[src/rtl/mic_volume_meter_pkg.sv]
// Shared constants and state type for the microphone front-end blocks.
package mic_pkg;

    localparam int unsigned SAMPLE_W      = 12;
    localparam int unsigned MID_CODE_DEF  = 2048;
    localparam int unsigned MAX_LEVEL_DEF = 16;
    localparam int unsigned LEVEL_W       = 5;

    typedef enum logic [0:0] {
        WARMUP = 1'b0,
        RUN    = 1'b1
    } state_e;

endpackage

[src/rtl/mic_volume_meter_abs_amplitude.sv]
// Combinational distance of an ADC sample from the silence midpoint.
module abs_amplitude
    import mic_pkg::*;
#(
    parameter int unsigned MID_CODE = MID_CODE_DEF
) (
    input  logic [SAMPLE_W-1:0] sample_i,
    output logic [SAMPLE_W-1:0] amp_o
);

    localparam logic [SAMPLE_W-1:0] MID = SAMPLE_W'(MID_CODE);

    always_comb begin
        amp_o = (sample_i >= MID) ? (sample_i - MID) : (MID - sample_i);
    end

endmodule

[src/rtl/mic_volume_meter.sv]
// Windowed peak meter with instant attack / one-level-per-window decay and LED bar.
module mic_volume_meter
    import mic_pkg::*;
#(
    parameter int unsigned WINDOW_SAMPLES = 4000,
    parameter int unsigned MID_CODE       = MID_CODE_DEF,
    parameter int unsigned LEVEL_SHIFT    = 6,
    parameter int unsigned MAX_LEVEL      = MAX_LEVEL_DEF,
    parameter int unsigned WARMUP_WINDOWS = 2
) (
    input  logic                clk,
    input  logic                rst,
    input  logic                sample_valid,
    input  logic [SAMPLE_W-1:0] mic_in,
    output logic [LEVEL_W-1:0]  volume,
    output logic                volume_valid,
    output logic [15:0]         led,
    output logic                warm
);

    localparam logic [15:0]         WIN_LAST  = 16'(WINDOW_SAMPLES - 1);
    localparam logic [15:0]         WARM_LAST = 16'(WARMUP_WINDOWS - 1);
    localparam logic [SAMPLE_W-1:0] MAX_L_WIDE = SAMPLE_W'(MAX_LEVEL);
    localparam logic [LEVEL_W-1:0]  MAX_L      = LEVEL_W'(MAX_LEVEL);

    logic [SAMPLE_W-1:0] amp;
    logic [SAMPLE_W-1:0] peak_max;
    logic                win_end;
    logic [SAMPLE_W-1:0] raw_full;
    logic [LEVEL_W-1:0]  raw;

    logic [15:0]         cnt_q, cnt_d;
    logic [SAMPLE_W-1:0] peak_q, peak_d;
    logic [SAMPLE_W-1:0] final_q, final_d;
    logic                end_q, end_d;
    state_e              state_q, state_d;
    logic [15:0]         warm_cnt_q, warm_cnt_d;
    logic                warm_q, warm_d;
    logic [LEVEL_W-1:0]  vol_q, vol_d;
    logic                valid_q, valid_d;
    logic [15:0]         led_q, led_d;

    abs_amplitude #(
        .MID_CODE(MID_CODE)
    ) u_abs (
        .sample_i(mic_in),
        .amp_o   (amp)
    );

    // Stage 1: peak tracking; the closing sample's amp joins the window it closes.
    always_comb begin
        peak_max = (amp > peak_q) ? amp : peak_q;
        win_end  = sample_valid && (cnt_q == WIN_LAST);
        cnt_d    = cnt_q;
        peak_d   = peak_q;
        final_d  = final_q;
        end_d    = 1'b0;
        if (sample_valid) begin
            if (win_end) begin
                cnt_d   = '0;
                peak_d  = '0;
                final_d = peak_max;
                end_d   = 1'b1;
            end else begin
                cnt_d  = cnt_q + 16'd1;
                peak_d = peak_max;
            end
        end
    end

    // Stage 2: saturating quantiser, ballistics and LED decode.
    always_comb begin
        raw_full   = final_q >> LEVEL_SHIFT;
        raw        = (raw_full > MAX_L_WIDE) ? MAX_L : raw_full[LEVEL_W-1:0];
        state_d    = state_q;
        warm_cnt_d = warm_cnt_q;
        warm_d     = warm_q;
        vol_d      = vol_q;
        valid_d    = 1'b0;
        unique case (state_q)
            WARMUP: begin
                if (WARMUP_WINDOWS == 0) begin
                    state_d = RUN;
                    warm_d  = 1'b1;
                end else if (end_q) begin
                    warm_cnt_d = warm_cnt_q + 16'd1;
                    if (warm_cnt_q == WARM_LAST) begin
                        state_d = RUN;
                        warm_d  = 1'b1;
                    end
                end
            end
            RUN: begin
                if (end_q) begin
                    vol_d   = (raw >= vol_q) ? raw : (vol_q - 5'd1);
                    valid_d = 1'b1;
                end
            end
        endcase
        led_d = '0;
        for (int unsigned i = 0; i < 16; i++) begin
            led_d[i] = (LEVEL_W'(i) < vol_d);
        end
    end

    always_ff @(posedge clk) begin
        if (rst) begin
            cnt_q      <= '0;
            peak_q     <= '0;
            final_q    <= '0;
            end_q      <= 1'b0;
            state_q    <= WARMUP;
            warm_cnt_q <= '0;
            warm_q     <= 1'b0;
            vol_q      <= '0;
            valid_q    <= 1'b0;
            led_q      <= '0;
        end else begin
            cnt_q      <= cnt_d;
            peak_q     <= peak_d;
            final_q    <= final_d;
            end_q      <= end_d;
            state_q    <= state_d;
            warm_cnt_q <= warm_cnt_d;
            warm_q     <= warm_d;
            vol_q      <= vol_d;
            valid_q    <= valid_d;
            led_q      <= led_d;
        end
    end

    assign volume       = vol_q;
    assign volume_valid = valid_q;
    assign led          = led_q;
    assign warm         = warm_q;

endmodule

[config.mk]
export PLATFORM = sky130hd
export DESIGN_NAME = mic_volume_meter
export DESIGN_NICKNAME = d
export VERILOG_FILES = /design/src/rtl/mic_volume_meter_pkg.sv /design/src/rtl/mic_volume_meter_abs_amplitude.sv /design/src/rtl/mic_volume_meter.sv
export SDC_FILE = /design/constraint.sdc
export NUM_CORES = 1
export LEC_CHECK = 0
export ABC_AREA = 1
export CAP_MARGIN = 5
export CORE_MARGIN = 2
export CORE_UTILIZATION = 53
export DETAILED_ROUTE_END_ITERATION = 6
export DONT_BUFFER_PORTS = 1
export MAX_ROUTING_LAYER = met4
export PLACE_DENSITY = 0.73
export RECOVER_POWER = 100
export SLEW_MARGIN = 20
export SYNTH_ARGS = -nofsm -noshare
export SYNTH_HDL_FRONTEND = slang
export SYNTH_SLANG_ARGS = --single-unit
[constraint.sdc]
create_clock -name clk -period 4.4 [get_ports clk]
set_clock_uncertainty 0.05 [all_clocks]
set_input_delay 0.44 -clock clk [delete_from_list [all_inputs] [get_ports clk]]
set_output_delay 0.44 -clock clk [all_outputs]
set_load 0.01 [all_outputs]
==> results.toml, run 1 <==
[outcome]
status = "finished clean"

[worst_hold_path]
worstHoldPathType = "in2reg"
hold_end = "peak_q[9]"
whs_path_depth = 1
hp-start = "rst"

[clock_tree]
cts_buffers = 9
cts_tree = "yes"
clock_tree.root_cell = "clkbuf_8"
cts_resized = 0
clk_path_buf_depth = 2
path_clk_slew_ns = 0.08
htreeDepth = 3
cts_hold_buf = 0
clock_sinks = 74
cts_setup_buffers = 0
insertion_delay_ns = 0.34

[worst_setup_path]
critPathKind = "in2reg"
critical_path.startpoint_type = "primary input"
rr_worst_depth = 17
crit_required_ns = 4.61
crit_fanout = 19
endpoint_kind = "register"
reg2reg_from = "final_q[7]"
cp.arrival_ns = 3.23
rrSetupSlack_ns = 1.57
r2r_end = "led[4]"

[placed_design]
hpwl_um = 5990
portBuffers = 0
gpl.final_weighted_congestion = 0.838
post-place-ws_ns = 1.26
dp.cells = 635

[yosys]
synth_top_area_share_pct = 36.1
synth_edf_count = 0
ys_seq_area_share_pct = 36.1
yosys-top-cells-count = "nand2_1 (84), inv_1 (75), dfxtp_1 (74)"
synth.distinct_cells = 44
synthXorXnorAreaFrac_pct = 3.20
syn_nets = 577
synth_area_um2 = 4100
synth_compound_area_share_pct = 14.3
synth-main-ff-cell = "dfxtp_1"
synth_top_cell_by_area = "dfxtp_1"
synth_cells = 542
async_flop_share_pct = 0
synth-adder-area-share_pct = 6.10
synth.top_cells.by_area = "dfxtp_1 (36%), nand2_1 (7.7%), inv_1 (6.9%), ha_1 (6.1%), a21oi_1 (5.4%)"
avgSynthCellArea_um2 = 7.56
yosys_warnings = 0
synth_top_family_by_area = "simple AND/OR/NAND/NOR gates"
yosysMostFrequentCell = "nand2_1"
synth_mux_area_share_pct = 0
yosys.area_share.simple_pct = 31.1
yosys_register_bits = 74

[floorplanning]
die_w_um = 92.0
start_util_pct = 53.9
dieHeight_um = 92.0
core_area_um2 = 7610
row_count = 32
io_pins = 38
dieArea_um2 = 8460

[flow_run]
cap_violations = 0

[sta]
rsz0062_at_grt = "no"
timing.final.ws_setup_ns = 1.39
period_needed_ns = 3.01
tns_ns = 0
setup_viol = 0
slew_viol_final = 0
hold_viol = 0
worst_slew_pin_slew_ns = 0.816
slew-limit-headroom_pct = 45.6
fmax_mhz = 332
finalCritPeriodShare_pct = 68.5

[global_routing]
grt_first_pass_wirelength_um = 13700
grt_pass1_vias = 3201
grt_max_degree = 25
antenna_found_initial = 0
grt_overflow = 0
track_usage_pct = 20.4

[drt]
vias = 3361
via_per_inst = 5.16
routed_wl_um = 8000
wl_per_cell_um = 12.3
ant_nets = 0
drc_errors = 0
drt_iter0_drc = 136
drtPass1Iterations = 4

[layout]
syn_to_final_growth_pct = 4.39
num_antenna_cells = 0
finalNetCount = 579
drive_above_1_share_pct = 9.65
stdcell_count = 651
finish.utilization_pct = 56.3

[power_and_ir_drop]
power_density_nw_per_um2 = 360
vdd_ir_drop_max_v = 0.000183
total_power_w = 0.00154
total_leakage_power_nw = 1.79
[metrics by stage]
stage / hold slack, ns / cell area (um^2)
floorplan: 0.380 / 4100
detailed placement: 0.401 / 4180
finish: 0.105 / 4280
CTS: 0.0916 / 4420
global placement: 0.399 / 4180
global route: 0.0911 / 4280
[final cells by class]
type / count / area, um^2
inverter: 86 / 324
clock buffer: 10 / 128
multi-input combinational: 373 / 2110
clock inverter: 6 / 114
sequential: 74 / 1480
tap: 102 / 128
fill: 756 / 3330
[cell usage in the layout, fill, tap and decap left out, drive strengths merged, types with 5 or more instances in the layout]
master	instances
nor2	62
xnor2	8
xor2	7
ha	20
nor4	7
inv	86
nor3	9
nand2	105
a21oi	46
clkbuf	10
o211ai	8
or2	5
nand4	8
o21ai	39
dfxtp	74
nand3	36
[per-layer routing]
layer / GRT usage (%) / part of all wire, % / vias up
met1: 23.8 / 46 / 1523
met5: - / 0 / -
met2: 34.3 / 48 / 56
met3: 4.93 / 4.3 / 13
li1: - / - / 1769
met4: 7.46 / 1.8 / 0
[sequential cells by signal (all words and copies together) (netlist names)]
register,flops
cnt_q,16
led,15
volume,5
end_q,1
warm_cnt_q,16
volume_valid,1
state_q,1
peak_q,12
warm,1
final_q,6
[critical path, stage by stage]
cell and delay, ns:
inv_1 0.08, ha_1 0.16, inv_1 0.05, nor2_1 0.11, nand3_1 0.12, nand2_1 0.11, nand2_1 0.07, xor2_1 0.20
inv_1 0.07, ha_1 0.28, nand4_1 0.10, nor3_1 0.20, nand2_1 0.08, o211ai_1 0.09, nand2_1 0.23, inv_1 0.47
o21ai_0 0.17, o21ai_0 0.20
[power breakdown]
group	switching [W]	internal, W	total, W
combinational	0.000127	0.0000753	0.000202
clock	0.000253	0.000379	0.000632
sequential	0.0000164	0.000690	0.000706
total	0.000396	0.00114	0.00154
[worst max-delay path by stage]
| stage | startpoint | end | slack, ns | cells after the start |
|---|---|---|---|---|
| finish | mic_in[0] | final_q[8] | 1.39 | 18 |
| global placement | mic_in[0] | final_q[10] | 1.39 | 19 |
| CTS | mic_in[0] | final_q[10] | 1.64 | 19 |
| detailed placement | mic_in[0] | peak_q[10] | 1.26 | 19 |
| global route | mic_in[0] | peak_q[10] | 0.97 | 19 |
| floorplan | mic_in[0] | peak_q[9] | 1.67 | 19 |
[cells by family after synthesis]
logic type | Yosys count
adders and majority gates | 20
and+or+nand+nor | 234
DFF | 74
AOI/OAI and AO/OA | 104
buffers and inverters | 95
xor gates and xnor gates | 15
Note: power is estimated with default switching activity, not from simulation.
==> run 2: changes to the inputs <==
--- a/config.mk
+++ b/config.mk
@@ -5,14 +5,14 @@
 export SDC_FILE = /design/constraint.sdc
 export NUM_CORES = 1
 export LEC_CHECK = 0
-export ABC_AREA = 1
+export ABC_AREA = 0
 export CAP_MARGIN = 5
 export CORE_MARGIN = 2
 export CORE_UTILIZATION = 53
 export DETAILED_ROUTE_END_ITERATION = 6
 export DONT_BUFFER_PORTS = 1
 export MAX_ROUTING_LAYER = met4
-export PLACE_DENSITY = 0.73
+export PLACE_DENSITY = 0.76
 export RECOVER_POWER = 100
 export SLEW_MARGIN = 20
 export SYNTH_ARGS = -nofsm -noshare
==> constraint.sdc (replaced) <==
create_clock -name clk -period 2.56 [get_ports clk]
set_clock_uncertainty 0.05 [all_clocks]
set_input_delay 0.256 -clock clk [delete_from_list [all_inputs] [get_ports clk]]
set_output_delay 0.256 -clock clk [all_outputs]
set_load 0.01 [all_outputs]
==> run 2 against run 1 <==
Register-to-register slack worse by 1.6 ns; setup slack lost 1.4 ns; via count fell by 5.8%; sequential cell count did not move; final area rose by 7.8%; the run now ends with setup timing left; die area fell by 8.2%; sequential share of layout area down 2.5 points; clock power is 41% higher.
==> results.toml, run 2 <==
[clock_tree]
htreeDepth = 3
path_clk_slew_ns = 0.08
clock_tree.root_cell = "clkbuf_8"
insertion_delay_ns = 0.35
cts_buffers = 9
clock_sinks = 74
clk_path_buf_depth = 2
cts_tree = "yes"

[worst_setup_path]
crit_required_ns = 2.78
critPathTopFamily = "compound AO/OA/AOI/OAI gates"
cp.arrival_ns = 2.82
endpoint_kind = "register"
crit_slowest_cell = "a221o_1"
critPathKind = "reg2reg"
critPathMaxStageDelay_ns = 0.36
cp_common_cell = "buf_6"
path_buf_inv = 2
critical_path.startpoint_type = "register"
crit_fanout = 8
path_cells = "nor2_4 -> and2_4 -> ha_4 -> and3b_1 -> a221o_1 -> a31oi_4 -> buf_6 -> buf_6 -> a32oi_4 -> o211ai_4 -> o21ai_1 -> a21oi_1"

[yosys]
async_flop_share_pct = 0
ys_seq_area_share_pct = 39.5
synth_area_um2 = 3750
yosys_warnings = 0
yosysMostFrequentCell = "dfxtp_1"
syn_nets = 466
synth_edf_count = 0
avgSynthCellArea_um2 = 8.70
synth_top_cell_by_area = "dfxtp_1"
synth_top_area_share_pct = 39.5
synth_cells = 431
synth.distinct_cells = 54
synth-main-ff-cell = "dfxtp_1"
yosys-top-cells-count = "dfxtp_1 (74), nor2_1 (54), inv_1 (38)"
yosys_register_bits = 74
synth.top_cells.by_area = "dfxtp_1 (40%), ha_1 (6.7%), xor2_1 (5.6%), nor2_1 (5.4%), inv_1 (3.8%)"

[floorplanning]
start_util_pct = 54.9
core_area_um2 = 6830
die_w_um = 88.1
dieHeight_um = 88.1
row_count = 30
dieArea_um2 = 7760
io_pins = 38

[layout]
nFillCells = 526
final_cell_mix = "dfxtp_1 (72), nor2_1 (53), inv_1 (38), buf_4 (34)"
syn_to_final_growth_pct = 23.1
layout_commonest_cell = "dfxtp_1"
num_antenna_cells = 0
final_area_um2 = 4620
finalNetCount = 509
drive_above_1_share_pct = 22.1

[sta]
fmax_mhz = 384
period_needed_ns = 2.61
setup_viol = 6
finalCritPeriodShare_pct = 102
hold_viol = 0
slew-limit-headroom_pct = 55.7
rsz0062_at_grt = "yes"
timing.final.ws_setup_ns = -0.0457
tns_ns = -0.120
slew_viol_final = 0
worst_slew_pin_slew_ns = 0.665

[placed_design]
hpwl_um = 5250
portBuffers = 0
place_area_um2 = 4100
gpl.final_weighted_congestion = 0.899

[power_and_ir_drop]
vdd_ir_drop_max_v = 0.000271
power_density_nw_per_um2 = 516
total_power_w = 0.00238
total_leakage_power_nw = 1.82

[drt]
vias = 3165
via_per_inst = 5.50
wl_per_cell_um = 14.2
drtPass1Iterations = 4
drc_errors = 0
routed_wl_um = 8180
ant_nets = 0
drt_iter0_drc = 86

[global_routing]
grt_first_pass_wirelength_um = 13100
track_usage_pct = 21.6
grt_pass1_vias = 3018
grt_max_degree = 55
grt_overflow = 0
antenna_found_initial = 0

[outcome]
status = "finished with violations"
violations = "setup timing"

[worst_hold_path]
worstHoldPathType = "in2reg"

[flow_run]
cap_violations = 0
## run 2: cell types whose count changed after synthesis, sizes merged, moves of 7 or more
cell / delta
a21oi: -20
and3: +8
inv: -47
mux2i: +7
nand2: -80
nand3: -18
nand4: +7
o21ai: -26
o32ai: +12
xor2: +17
## run 2: logic make-up after synthesis
logic type	share of synthesized area, %
muxes	1.87
DFF	39.5
and+or+nand+nor	22.5
AOI/OAI and AO/OA	15.3
xor gates and xnor gates	7.94
buffers and inverters	6.24
adders and majority gates	6.67
## run 2: timing repair
action                                 4_1_cts  5_1_grt
setup endpoints to repair                   24       34
pin swaps                                   11       22
gates resized for setup                     15       32
endpoints found under the hold margin       54        0
setup buffers                                5        4
hold buffers                                 1        0
## run 2: final cells by class
class                      instances  area, um^2  share of cell area (%)
sequential                        74        1480                    32.1
clock inverter                     7        70.1                    1.52
timing repair buffer              48         393                    8.51
tap                               96         120                    2.60
multi-input combinational        303        2280                    49.4
clock buffer                       9         124                    2.68
inverter                          38         143                    3.09
## run 2: worst reg2reg max path, cell delays in order (launching register included)
cell and delay (ns):
dfxtp_2 0.34, nor2_4 0.11, and2_4 0.16, ha_4 0.19
and3b_1 0.17, a221o_1 0.36, a31oi_4 0.21, buf_6 0.18
buf_6 0.12, a32oi_4 0.11, o211ai_4 0.19, o21ai_1 0.15
a21oi_1 0.19
## run 2: power breakdown
part	switching (W)	leakage, nW	internal (W)
clock network	0.000446	0.0990	0.000448
registers	0.0000100	0.599	0.00117
logic	0.000159	1.13	0.000147
total	0.000615	1.82	0.00177
## run 2: stage by stage
step	utilization (%)	cells	setup WS [ns]	hold WS [ns]
after detailed placement	60.0	551	-0.391	0.288
after global routing	67.6	575	-0.143	0.0103
after floorplan	-	431	-0.273	0.365
after global placement	60.0	551	-0.284	0.284
after CTS	64.7	572	0.00247	0.00771
final	67.6	575	-0.0457	0.0229
## run 2: worst paths after layout
path	start	end	slack (ns)	depth (start not counted)
max	final_q[11]	led[4]	-0.05	12
min reg2reg	final_q[9]	final_q[9]	0.41	2
min	sample_valid	cnt_q[1]	0.02	2
max reg2reg	final_q[11]	led[4]	-0.05	12
## run 2: metal layers
metal	wire length, um	part of all wire, %	global-route usage (%)
met5	0	0	-
met4	106	1.3	6.47
met2	3960	48	35.0
met1	3770	46	26.9
met3	338	4.1	5.18
==> run 3: changes to the inputs <==
--- a/config.mk
+++ b/config.mk
@@ -8,11 +8,12 @@
 export ABC_AREA = 0
 export CAP_MARGIN = 5
 export CORE_MARGIN = 2
-export CORE_UTILIZATION = 53
+export CORE_UTILIZATION = 45
+export CTS_BUF_LIST = sky130_fd_sc_hd__clkbuf_4
 export DETAILED_ROUTE_END_ITERATION = 6
 export DONT_BUFFER_PORTS = 1
 export MAX_ROUTING_LAYER = met4
-export PLACE_DENSITY = 0.76
+export PLACE_DENSITY = 0.67
 export RECOVER_POWER = 100
 export SLEW_MARGIN = 20
 export SYNTH_ARGS = -nofsm -noshare
==> run 3 against run 2 <==
The flow still finishes with violations (setup timing); count of clock-buffer cells in the layout stayed put; routed wire length fell by 7.0%; sequential cell count stayed put; combinational power is 5% lower; final area down 1.7%; via count down 3.1%; fmax is 2.4% lower; largest power group unchanged.
==> results.toml, run 3 (same netlist as run 2, synthesis figures left out) <==
[outcome]
status = "finished with violations"
violations = "setup timing"

[power_and_ir_drop]
vdd_ir_drop_max_v = 0.000231
total_power_w = 0.00220
p_clk_share_pct = 32.9
power_density_nw_per_um2 = 484
comb_power_share_pct = 13.3
switching_power_w = 0.000593
seqPwrFrac_pct = 53.8
total_leakage_power_nw = 1.79
intPower_w = 0.00161
swShare_pct = 27.0

[sta]
slew_viol_final = 0
timing.final.ws_setup_ns = -0.109
setup_viol = 13
finalCritPeriodShare_pct = 104
worst_slew_pin_slew_ns = 0.691
rsz0062_at_grt = "yes"
period_needed_ns = 2.67
hold_viol = 0
holdWs_ns = 0.0135
slew-limit-headroom_pct = 53.9
fmax_mhz = 375

[clock_tree]
clock_tree.root_cell = "clkbuf_4"
cts_tree = "yes"
insertion_delay_ns = 0.43
htreeDepth = 3
clock_sinks = 74
path_clk_slew_ns = 0.14
cts_buffers = 9
clk_path_buf_depth = 2

[layout]
multi_input_area_um2 = 2220
syn_to_final_growth_pct = 21.1
final_area_um2 = 4540
num_antenna_cells = 0
layout_commonest_cell = "dfxtp_1"
final_cell_mix = "dfxtp_1 (72), nor2_1 (54), inv_1 (38), buf_4 (34)"
drive_above_1_share_pct = 21.1
regArea_um2 = 1480
nFillCells = 686
finish.utilization_pct = 55.8
finalNetCount = 514

[floorplanning]
dieArea_um2 = 9080
start_util_pct = 46.1
dieHeight_um = 95.3
die_w_um = 95.3
row_count = 33
core_area_um2 = 8130
io_pins = 38

[drt]
drtPass1Iterations = 4
routed_wl_um = 7610
drc_errors = 0
drt_iter0_drc = 114
vias = 3066
via_per_inst = 5.21
ant_nets = 0
wl_per_cell_um = 12.9

[global_routing]
antenna_found_initial = 0
grt_pass1_vias = 2895
use_met2_pct = 28.6
grt_max_degree = 55
use_met3_pct = 5.45
grt_use_met1_pct = 23.0
busiest_layer = "met2"
grt_overflow = 0
grt_first_pass_wirelength_um = 12900
track_usage_pct = 18.5

[worst_setup_path]
cp_common_cell = "buf_6"
critPathMaxStageDelay_ns = 0.35
critical_path.startpoint_type = "register"
path_cells = "nor2_4 -> and2_4 -> ha_4 -> and3b_2 -> a221o_1 -> a31oi_4 -> buf_6 -> or2_4 -> a21oi_4 -> buf_6 -> nor3_4 -> buf_6 -> a31oi_1"
crit_slowest_cell = "dfxtp_2"
endpoint_kind = "register"
cp.arrival_ns = 2.96
critPathKind = "reg2reg"
crit_required_ns = 2.85
rrSetupSlack_ns = -0.11
crit_fanout = 6

[placed_design]
portBuffers = 0
post-place-ws_ns = -0.407
place_area_um2 = 4100
hpwl_um = 5150
gpl.final_weighted_congestion = 0.847

[worst_hold_path]
worstHoldPathType = "in2reg"

[flow_run]
cap_violations = 0
-- run 3: changes by cell type in the layout (fill, tap and decap cells not counted), moves of 3 or more --
cell and change:
clkbuf_8 -9, dlygate4sd3_1 +3, o32ai_1 +5, clkbuf_4 +9, a21oi_2 +3, o32ai_2 -5, a21oi_1 -3
-- run 3: layout make-up --
class	count	area share [%]
inverter	38	3.14
timing repair buffer	53	9.48
clock inverter	7	1.49
multi-input combinational	303	48.8
tap	105	2.89
sequential	74	32.7
clock buffer	9	1.49
-- run 3: metrics by stage --
step                cells  setup TNS (ns)
floorplan             431           -2.98
CTS                   581         -0.0878
global placement      559           -5.00
global route          589           -3.87
detailed placement    559           -6.66
finish                589           -1.04
-- run 3: worst paths after layout --
path / from / end / depth (start not counted)
setup / recovery: final_q[10] / led[0] / 13
hold reg to reg: final_q[6] / final_q[6] / 2
setup reg to reg: final_q[10] / led[0] / 13
hold / removal: mic_in[4] / peak_q[4] / 2
-- run 3: power by group through the flow --
stage,clock (W),sequential [W],combinational (W)
6_report,0.000723,0.00118,0.000292
5_1_grt,0.000793,0.00119,0.000327
4_1_cts,0.000739,0.00118,0.000276
3_5_place_dp,0,0.00121,0.000252
3_3_place_gp,0,0.00121,0.000245
2_1_floorplan,0,0.00121,0.000207
-- run 3: what timing repair did --
item | CTS | global route
pin swaps | 10 | 15
hold buffers | 4 | 0
buffers inserted | 2 | 7
setup endpoints to repair | 14 | 34
cloned | 0 | 1
endpoints found under the hold margin | 54 | 0
resized for setup | 15 | 29
-- run 3: per-layer routing --
metal	vias up	share of wire (%)
li1	1602	-
met1	1402	49
met2	49	45
met3	13	4.2
met4	0	1.8
met5	-	0
-- run 3: worst max-delay path, delay by kind of cell (launching register included) --
kind,cells,cell delay [ns]
adder cells (fa/ha/maj),1,0.19
AO/OA/AOI/OAI,4,0.68
AND/OR/NAND/NOR,5,0.84
flip-flops,1,0.35
buffers and inverters,3,0.47
